**src/rtl/upd78xx_bus_seq.sv**
```systemverilog
// upd78xx_bus_seq: machine-cycle (T-state) sequencer and external bus interface.
// This block turns core requests into T1..T4 bus cycles and can insert TW wait states.
// State moves on the phase-2 falling-edge enable. Bus pins update on the phase-1
// rising-edge enable, so a pin update always sees the state from before the transition.
module upd78xx_bus_seq #(
  parameter int AW       = 16,
  parameter int DW       = 8,
  parameter int FETCH_T  = 4,
  parameter int MEM_T    = 3,
  parameter int WAIT_EN  = 1,
  parameter int MAX_WAIT = 15
) (
  input  logic          clk_i,
  input  logic          reset_i,
  input  logic          cp1_posedge_i,
  input  logic          cp2_posedge_i,
  input  logic          cp2_negedge_i,
  input  logic          req_i,
  input  logic [1:0]    req_type_i,
  input  logic [AW-1:0] req_addr_i,
  input  logic [DW-1:0] req_wdata_i,
  output logic          req_ack_o,
  output logic          rsp_valid_o,
  output logic [DW-1:0] rsp_rdata_o,
  output logic          timeout_o,
  output logic [AW-1:0] a_o,
  input  logic [DW-1:0] db_i,
  output logic [DW-1:0] db_o,
  output logic          db_oe_o,
  output logic          rdb_o,
  output logic          wrb_o,
  output logic          m1_o,
  input  logic          waitb_i,
  output logic [2:0]    tstate_o
);

  // The encodings match the TSTATE output values, so the state register drives TSTATE directly.
  typedef enum logic [2:0] {
    S_IDLE = 3'd0,
    S_T1   = 3'd1,
    S_T2   = 3'd2,
    S_T3   = 3'd3,
    S_T4   = 3'd4,
    S_TW   = 3'd7
  } state_t;

  localparam logic [1:0] TYPE_FETCH = 2'b00;
  localparam logic [1:0] TYPE_READ  = 2'b01;
  localparam logic [1:0] TYPE_WRITE = 2'b10;
  localparam logic [7:0] MAX_WAIT_C = 8'(MAX_WAIT);
  localparam logic       WAIT_ON    = (WAIT_EN != 0);
  localparam logic       FETCH_LONG = (FETCH_T == 4);
  localparam logic       MEM_LONG   = (MEM_T == 4);

  if (AW < 1 || DW < 1) begin : g_bad_width
    $error("upd78xx_bus_seq: AW and DW must be at least 1");
  end
  if (FETCH_T != 3 && FETCH_T != 4) begin : g_bad_fetch_t
    $error("upd78xx_bus_seq: FETCH_T must be 3 or 4");
  end
  if (MEM_T != 3 && MEM_T != 4) begin : g_bad_mem_t
    $error("upd78xx_bus_seq: MEM_T must be 3 or 4");
  end
  if (WAIT_EN != 0 && WAIT_EN != 1) begin : g_bad_wait_en
    $error("upd78xx_bus_seq: WAIT_EN must be 0 or 1");
  end
  if (MAX_WAIT < 1 || MAX_WAIT > 255) begin : g_bad_max_wait
    $error("upd78xx_bus_seq: MAX_WAIT must be in 1..255");
  end

  state_t        state_q, state_d;
  logic [1:0]    type_q, type_d;
  logic [AW-1:0] addr_q, addr_d;
  logic [DW-1:0] wdata_q, wdata_d;
  logic [7:0]    wait_cnt_q, wait_cnt_d;
  logic          timeout_q, timeout_d;
  logic          req_ack_q, req_ack_d;
  logic          rsp_valid_q, rsp_valid_d;
  logic [DW-1:0] rsp_rdata_q, rsp_rdata_d;
  logic [AW-1:0] a_q, a_d;
  logic [DW-1:0] db_o_q, db_o_d;
  logic          db_oe_q, db_oe_d;
  logic          rdb_q, rdb_d;
  logic          wrb_q, wrb_d;
  logic          m1_q, m1_d;

  logic          is_fetch_s;
  logic          is_rd_s;
  logic          final_t4_s;
  logic          slot_open_s;
  logic          unused_s;

  // The phase-2 rising edge is not needed for sequencing; it is consumed here on purpose.
  assign unused_s   = cp2_posedge_i;
  assign is_fetch_s = (type_q == TYPE_FETCH);
  assign is_rd_s    = (type_q == TYPE_FETCH) || (type_q == TYPE_READ);
  assign final_t4_s = is_fetch_s ? FETCH_LONG : MEM_LONG;

  // T-state sequencing, wait/timeout handling, request accept and completion on CP2 falling edge.
  always_comb begin
    state_d     = state_q;
    type_d      = type_q;
    addr_d      = addr_q;
    wdata_d     = wdata_q;
    wait_cnt_d  = wait_cnt_q;
    timeout_d   = timeout_q;
    req_ack_d   = 1'b0;
    rsp_valid_d = 1'b0;
    rsp_rdata_d = rsp_rdata_q;
    slot_open_s = 1'b0;
    if (cp2_negedge_i) begin
      case (state_q)
        S_IDLE: slot_open_s = 1'b1;
        S_T1:   state_d = S_T2;
        S_T2, S_TW: begin
          if (!WAIT_ON) begin
            state_d = S_T3;
          end else if (wait_cnt_q == MAX_WAIT_C) begin
            state_d   = S_T3;
            timeout_d = 1'b1;
          end else if (!waitb_i) begin
            state_d    = S_TW;
            wait_cnt_d = wait_cnt_q + 8'd1;
          end else begin
            state_d = S_T3;
          end
        end
        S_T3: begin
          if (final_t4_s) begin
            state_d = S_T4;
          end else begin
            rsp_valid_d = 1'b1;
            slot_open_s = 1'b1;
          end
        end
        S_T4: begin
          rsp_valid_d = 1'b1;
          slot_open_s = 1'b1;
        end
        default: state_d = S_IDLE;
      endcase
      // Completion captures read data for the cycle that just ended. Write and dummy cycles leave it untouched.
      if (rsp_valid_d && is_rd_s) begin
        rsp_rdata_d = db_i;
      end else begin
        rsp_rdata_d = rsp_rdata_q;
      end
      // An idle bus or a finishing cycle can start the next cycle with no idle T-state in between.
      if (slot_open_s && req_i) begin
        state_d    = S_T1;
        type_d     = req_type_i;
        addr_d     = req_addr_i;
        wdata_d    = req_wdata_i;
        wait_cnt_d = 8'd0;
        timeout_d  = 1'b0;
        req_ack_d  = 1'b1;
      end else if (slot_open_s) begin
        state_d = S_IDLE;
      end else begin
        slot_open_s = 1'b0;
      end
    end else begin
      state_d = state_q;
    end
  end

  // External pin updates on the CP1 rising edge, based on the current (pre-transition) state.
  always_comb begin
    a_d     = a_q;
    db_o_d  = db_o_q;
    db_oe_d = db_oe_q;
    rdb_d   = rdb_q;
    wrb_d   = wrb_q;
    m1_d    = m1_q;
    if (cp1_posedge_i) begin
      case (state_q)
        S_IDLE: begin
          db_oe_d = 1'b0;
          m1_d    = 1'b0;
        end
        S_T1: begin
          a_d     = addr_q;
          m1_d    = is_fetch_s;
          db_oe_d = 1'b0;
        end
        S_T2: begin
          if (is_rd_s) begin
            rdb_d = 1'b0;
          end else if (type_q == TYPE_WRITE) begin
            wrb_d   = 1'b0;
            db_o_d  = wdata_q;
            db_oe_d = 1'b1;
          end else begin
            rdb_d = rdb_q;
          end
        end
        S_T3: begin
          wrb_d = 1'b1;
          if (!final_t4_s) begin
            rdb_d = 1'b1;
          end else begin
            rdb_d = rdb_q;
          end
        end
        S_T4:    rdb_d = 1'b1;
        default: rdb_d = rdb_q;
      endcase
    end else begin
      rdb_d = rdb_q;
    end
  end

  // State and output registers. Reset acts immediately and abandons any cycle in flight.
  always_ff @(posedge clk_i or posedge reset_i) begin
    if (reset_i) begin
      state_q     <= S_IDLE;
      type_q      <= 2'b00;
      addr_q      <= '0;
      wdata_q     <= '0;
      wait_cnt_q  <= 8'd0;
      timeout_q   <= 1'b0;
      req_ack_q   <= 1'b0;
      rsp_valid_q <= 1'b0;
      rsp_rdata_q <= '0;
      a_q         <= '0;
      db_o_q      <= '0;
      db_oe_q     <= 1'b0;
      rdb_q       <= 1'b1;
      wrb_q       <= 1'b1;
      m1_q        <= 1'b0;
    end else begin
      state_q     <= state_d;
      type_q      <= type_d;
      addr_q      <= addr_d;
      wdata_q     <= wdata_d;
      wait_cnt_q  <= wait_cnt_d;
      timeout_q   <= timeout_d;
      req_ack_q   <= req_ack_d;
      rsp_valid_q <= rsp_valid_d;
      rsp_rdata_q <= rsp_rdata_d;
      a_q         <= a_d;
      db_o_q      <= db_o_d;
      db_oe_q     <= db_oe_d;
      rdb_q       <= rdb_d;
      wrb_q       <= wrb_d;
      m1_q        <= m1_d;
    end
  end

  assign req_ack_o   = req_ack_q;
  assign rsp_valid_o = rsp_valid_q;
  assign rsp_rdata_o = rsp_rdata_q;
  assign timeout_o   = timeout_q;
  assign a_o         = a_q;
  assign db_o        = db_o_q;
  assign db_oe_o     = db_oe_q;
  assign rdb_o       = rdb_q;
  assign wrb_o       = wrb_q;
  assign m1_o        = m1_q;
  assign tstate_o    = state_q;

endmodule

```
**config.mk**
```make
export PLATFORM = sky130hd
export DESIGN_NAME = upd78xx_bus_seq
export DESIGN_NICKNAME = d
export VERILOG_FILES = /design/src/rtl/upd78xx_bus_seq.sv
export SDC_FILE = /design/constraint.sdc
export NUM_CORES = 1
export LEC_CHECK = 0
export BUFFER_PORTS_ARGS = -buffer_cell sky130_fd_sc_hd__buf_4
export CAP_MARGIN = 20
export CELL_PAD_IN_SITES_DETAIL_PLACEMENT = 2
export CELL_PAD_IN_SITES_GLOBAL_PLACEMENT = 2
export CORE_MARGIN = 4
export CORE_UTILIZATION = 35
export CTS_CLUSTER_DIAMETER = 100
export DETAILED_ROUTE_END_ITERATION = 10
export PLACE_DENSITY = 0.76
export SLEW_MARGIN = 20
export SYNTH_ARGS = -nofsm -noshare
export SYNTH_HDL_FRONTEND = slang
export SYNTH_SLANG_ARGS = --single-unit
```
**constraint.sdc**
```tcl
create_clock -name clk_i -period 2.75 [get_ports clk_i]
set_clock_uncertainty 0.15 [all_clocks]
set_input_delay 0.275 -clock clk_i [delete_from_list [all_inputs] [get_ports clk_i]]
set_output_delay 0.275 -clock clk_i [all_outputs]
set_load 0.05 [all_outputs]
```
# [After elaboration in Yosys (flattened, before gate mapping)]
# Cells that the tools add are included.
[word_totals] register_bits=76 latchBits=0 mem_bits_rw=0 rom_bits=0 in_bits=41 output_inout_bits=42 word_cells=90 n_memories=0
[classes] n_addsub=1 multipliers=0 div=0 n_lt_le_gt_ge=0 eq_ne=16 shift=0 mux=32 bitwise=1 n_reduce_logical=25
[ops] operator="two-way mux 8 bit" n=4
[ops] operator="AND reduction 4 bit" n=5
[ops] operator="two-way mux 1 bit" n=16
[ops] operator="two-way mux 3 bit" n=5
[ops] operator="one-hot mux 3 bit (4 select lines)" n=1
[ops] operator="one-hot mux 1 bit (2 select lines)" n=5
[ops] operator="nonzero test 2 bit" n=5
[ops] operator="adder 8 x 1 -> 8 bit (second input constant)" n=1
[ops] operator="== test 8 x 4 -> 1 bit (second input constant)" n=1
[ops] operator="inequality test 2 bit (second input constant)" n=4
[ops] operator="AND reduction 2 bit" n=4
[ops] operator="== test 3 x 2 -> 1 bit (second input constant)" n=2
[ops] operator="== test 3 bit (second input constant)" n=2
[ops] operator="AND reduction 3 bit" n=2
[ops] operator="OR reduction 2 bit" n=3
[ops] operator="inequality test 2 x 1 -> 1 bit (second input constant)" n=2
[ops] operator="inequality test 4 x 3 -> 1 bit (second input constant)" n=1
[ops] operator="== test 3 x 1 -> 1 bit (second input constant)" n=1
[ops] operator="zero test 3 bit" n=1
[ops] operator="inequality test 3 x 1 -> 1 bit (second input constant)" n=1
[ops] operator="one-hot mux 1 bit (3 select lines)" n=1
[ops] operator="nonzero test 3 bit" n=1
[ops] operator="== test 2 x 1 -> 1 bit (second input constant)" n=1
[ops] operator="== test 2 bit (second input constant)" n=1
[ops] operator="other kinds (4)" n=5

# [Logic depth before layout (Yosys ltp)]
[depth] ltp_word=8 mapped_depth=7 mapped_depth_nobuf=5

# [Worst setup path before layout]
# OpenSTA, ideal clock, no wires.
[synth_timing] path_type="register to register" from="register state_q[2], in the netlist tstate_o[2]" to="register a_q[10], in the netlist a_o[10]" setup_time_ns=0.125 arrival_ns=1.956 path_slack_ns=0.519 stages_incl_launch_ff=6 path_buffers=2 synth_period_minus_slack_ns=2.231 cell_sequence="dfrtp_1 buf_2 nand2b_1 nor3_2 buf_4 mux2_2"
[synth_between] elab_chain_len=2
[synth_rtl] element="start, declared" line="71" text="state_t state_q, state_d;"
[synth_rtl] element="start signal, assigned" line="232" text="state_q <= state_d;"
[synth_rtl] element="== test 3 x 1 -> 1 bit" line="176" text="case (state_q)"
[synth_rtl] element="AND reduction 2 bit (no source line)"
[synth_rtl] element="end signal, assigned" line="225" text="a_q <= '0;"
[synth_rtl] element="end signal, assigned" line="241" text="a_q <= a_d;"
[synth_rtl] element="end, declared" line="80" text="logic [AW-1:0] a_q, a_d;"
# Every way passes these cells.
# A chain may end at the register's enable or synchronous reset.

# [Final worst setup path]
[layout_timing] from="register state_q[1], in the netlist tstate_o[1]" to="register rsp_rdata_q[5], in the netlist rsp_rdata_o[5]"
[layout_between] elab_chain_len=5 word_cells_on_any_way=6 classes_between="2 x eq/ne; 2 x mux; 2 x reduce/logical"
[layout_rtl] element="== test 3 bit / == test 3 x 2 -> 1 bit (equally long branches)" line="112" text="case (state_q)"
[layout_rtl] element="one-hot mux 1 bit (2 select lines) *" line="112"
[layout_rtl] element="two-way mux 1 bit *" line="111" text="if (cp2_negedge_i) begin"
[layout_rtl] element="logical AND 1 bit *" line="143" text="if (rsp_valid_d && is_rd_s) begin"
[layout_rtl] element="AND reduction 2 bit (no source line) *"
[layout_rtl] element="end signal, assigned" line="240" text="rsp_rdata_q <= rsp_rdata_d;"
[layout_rtl] element="end, declared" line="79" text="logic [DW-1:0] rsp_rdata_q, rsp_rdata_d;"
# Mark *: on every way between the ends. The rest lies on a longest branch, timed or not. The select of a mux whose other input is x is not followed.

==> qor.json <==
{
  "rsz_0062_raised_after_global_routing": "false",
  "row_count": 34,
  "synth_edf_count": 0,
  "sw_frac_of_total_pct": 45.07,
  "cts-root-buf": "sky130_fd_sc_hd__clkbuf_8",
  "drt-initial-drc-count": 72,
  "final.fill_count": 866,
  "crit_path_start_kind": "register",
  "setup_tns_final_ns": 0,
  "maximum_number_of_pins_on_one_net_before_global_route_repair": 50,
  "layout.nets": 380,
  "cts_tree": "yes",
  "mappedNetlistArea_sq_um": 3153,
  "avgSynthCellArea_sq_um": 13.77,
  "synth.top_cells.by_count": "74 x sky130_fd_sc_hd__dfrtp_1, 54 x sky130_fd_sc_hd__mux2_2, 12 x sky130_fd_sc_hd__nand2_1",
  "p_leak_uw": 0.001988,
  "gr-usage-all-layers_pct": 18.45,
  "slew-limit-headroom_pct": 57.05,
  "place_congestion": 0.7699,
  "worst_slew_pin_slew_ns": 0.6433,
  "ys_warn_count": 0,
  "endpoint_kind": "register",
  "p_comb_share_pct": 47.1,
  "reg2reg_from": "tstate_o[1]$_DFFE_PP0P_",
  "power.sequential.fraction_pct": 36.8,
  "synthDominantCellAreaShare_pct": 58.73,
  "hold_path.startpoint": "db_i[6]",
  "power.net_switching_uw": 2454,
  "dr.pass1.iters": 4,
  "cts.htree.levels": 3,
  "postSynth.topFlopCell": "sky130_fd_sc_hd__dfrtp_1",
  "top_level_ports": 83,
  "timing.reg2reg.setup_slack_ns": 0.52,
  "layout_area_growth_over_synthesis_pct": 36.11,
  "via_density": 5.078,
  "coreArea_sq_um": 8763,
  "synthesis.instances": 229,
  "floorplan.die.height_um": 102.9,
  "synth-seq-area-share_pct": 60.40,
  "cts_resized": 0,
  "detail_route.wirelength_um": 9514,
  "drt-wirelength-per-cell_um": 21.10,
  "maximum_fanout_along_the_worst_path": 15,
  "asyncSetResetFlopFracSynth_pct": 100.0,
  "status": "complete, no violations",
  "worstSetupStartpoint": "tstate_o[1]$_DFFE_PP0P_",
  "cts_sinks": 76,
  "cts-root-to-sink-buffers": 2,
  "dp_cells": 415,
  "fp.dieW_um": 102.9,
  "antenna_diodes": 0,
  "yosys_register_bits": 76,
  "critPathKind": "reg2reg",
  "detailed_place_hpwl_um": 5541,
  "layout_min_cycle_time_ns": 2.234,
  "grt_first_pass_wirelength_um": 14820,
  "final_antenna_net_count": 0,
  "clock_latency_ns": 0.35,
  "yosys.cell_count.top_type": "sky130_fd_sc_hd__dfrtp_1",
  "p_per_area_nw_per_um2": 1268,
  "setup_violations": 0,
  "multi_input_area_sq_um": 1169,
  "ys_top_cells_by_area": "sky130_fd_sc_hd__dfrtp_1 59%, sky130_fd_sc_hd__mux2_2 19%, sky130_fd_sc_hd__dfstp_2 1.7%, sky130_fd_sc_hd__nand2_1 1.4%, sky130_fd_sc_hd__a21oi_1 1.1%",
  "cts_post_setup_buffers_inserted": 0,
  "antenna_found_initial": 0,
  "worstHoldPathType": "in2reg",
  "sequential_cell_area_sq_um": 1904,
  "place.port_buffers": 81,
  "fin_crit_sh_pct": 81.25,
  "overflow": 0,
  "vias": 2290,
  "timing.final.hold_violations": 0,
  "maxClockFrequency_ghz": 0.4476,
  "final_layout_size_suffix_gt1_share_pct": 48.69,
  "grt_pass1_vias": 2652,
  "floorplan.initialDensity_pct": 35.98,
  "critical_path_required_ns": 2.83,
  "drc_errors": 0,
  "synth_largest_area_cell": "sky130_fd_sc_hd__dfrtp_1",
  "max_cap_violations": 0,
  "die_area_sq_um": 10590,
  "syn_nets": 271,
  "p_int_uw": 2990,
  "timing_max_transition_violations_final": 0,
  "layout.cells.non_filler": 451,
  "pwr-share-clk_pct": 16.0,
  "cp.arrival_ns": 2.32,
  "synth_cell_type_count": 46,
  "vdd_ir_drop_max_mv": 0.5467,
  "tritoncts.num_buffers": 9,
  "clk_pin_slew_worst_paths_ns": 0.09
}
final cells by class:
cell class | count | area share (%)
Clock buffer | 10 | 2.974
Clock inverter | 6 | 1.487
Inverter | 7 | 0.6122
Multi-Input combinational cell | 137 | 27.23
Sequential cell | 76 | 44.37
Tap cell | 108 | 3.149
Timing Repair Buffer | 107 | 20.17
flip-flops by register name (all words and copies together), names as in the netlist:
signal and count:
db_oe_o 1, wait_cnt_q 8, tstate_o 3, timeout_o 1, rsp_valid_o 1, addr_q 16, m1_o 1, type_q 2
wdata_q 8, req_ack_o 1, db_o 8, a_o 16, rdb_o 1, wrb_o 1, rsp_rdata_o 8
worst max-delay path, cell delays in order, from the launching register on:
cell	delay, ns
sky130_fd_sc_hd__dfrtp_1	0.65
sky130_fd_sc_hd__and3b_1	0.30
sky130_fd_sc_hd__nand2_1	0.11
sky130_fd_sc_hd__a211oi_4	0.51
sky130_fd_sc_hd__mux2_2	0.40
cells in the final DEF (no fill, tap or decap), types with 2 or more instances in the layout:
cell and n:
sky130_fd_sc_hd__a21o_1 2, sky130_fd_sc_hd__a21oi_1 7, sky130_fd_sc_hd__a31oi_1 2, sky130_fd_sc_hd__a32o_1 2, sky130_fd_sc_hd__and3_1 2, sky130_fd_sc_hd__buf_4 86, sky130_fd_sc_hd__clkbuf_8 9, sky130_fd_sc_hd__clkinv_2 2
sky130_fd_sc_hd__clkinvlp_4 2, sky130_fd_sc_hd__dfrtp_1 74, sky130_fd_sc_hd__dfstp_2 2, sky130_fd_sc_hd__dlygate4sd3_1 20, sky130_fd_sc_hd__inv_1 5, sky130_fd_sc_hd__inv_2 2, sky130_fd_sc_hd__mux2_1 3, sky130_fd_sc_hd__mux2_2 54
sky130_fd_sc_hd__mux2i_1 2, sky130_fd_sc_hd__nand2_1 12, sky130_fd_sc_hd__nand2b_1 2, sky130_fd_sc_hd__nand3_1 2, sky130_fd_sc_hd__nand4_1 2, sky130_fd_sc_hd__nor2_1 8, sky130_fd_sc_hd__nor3_1 4, sky130_fd_sc_hd__nor3_2 2
sky130_fd_sc_hd__nor4_1 3, sky130_fd_sc_hd__o21ai_0 3, sky130_fd_sc_hd__o31ai_1 2, sky130_fd_sc_hd__or4_1 2, sky130_fd_sc_hd__xnor2_1 2
repair_timing:
| action | in CTS | in global routing |
|---|---|---|
| hold endpoints to repair | 40 | 4 |
| hold buffers | 16 | 4 |
| setup endpoints to repair | 0 | 0 |
power groups by stage:
stage	combinational [uW]	sequential (uW)	clock (uW)
after detailed placement	2510	2000	0
after global placement	2450	1950	0
final	2570	2010	872
after floorplan	863	2840	0
after CTS	2550	1980	878
after global routing	2710	2090	962
metrics by stage:
step	total power, uW	hold WS [ns]	utilization [%]	setup WS [ns]	cell area (sq um)
after floorplan	3706	0.2304	-	0.3900	3153
after global placement	4397	0.2730	44.50	0.5509	3900
after detailed placement	4504	0.2860	44.50	0.5157	3900
after CTS	5402	0.0005901	48.52	0.4665	4252
after global routing	5765	0.00002165	48.97	0.3855	4292
final	5444	0.01448	48.97	0.5156	4292
worst paths after layout:
check / end / cells after the start
worst max-delay path: rsp_rdata_o[5]$_DFFE_PP0P_ / 4
worst min-delay path: rsp_rdata_o[6]$_DFFE_PP0P_ / 2
worst max register to register: rsp_rdata_o[5]$_DFFE_PP0P_ / 4
worst min register to register: wrb_o$_DFFE_PP1P_ / 2
max in group asynchronous: rsp_rdata_o[4]$_DFFE_PP0P_ / 4
min in group asynchronous: type_q[1]$_DFFE_PP0P_ / 3
routing by layer:
metal | vias up | routed length, um | GRT usage, % | part of all wire (%)
li1 | 1034 | - | - | -
met1 | 1195 | 3684 | 22.57 | 39
met2 | 53 | 5251 | 32.31 | 55
met3 | 8 | 480 | 4.533 | 5.0
met4 | 0 | 97 | 5.279 | 1.0
met5 | - | 0 | 0 | 0
logic make-up after synthesis:
family                   synth area share [%]
XOR/XNOR                                1.072
multiplexers                            20.99
flip-flops                              60.40
buffers and inverters                   2.539
AO/OA/AOI/OAI                           6.548
adder cells (fa/ha/maj)                0.3968
AND/OR/NAND/NOR                         8.056
Power figures use the tool's default switching activity.
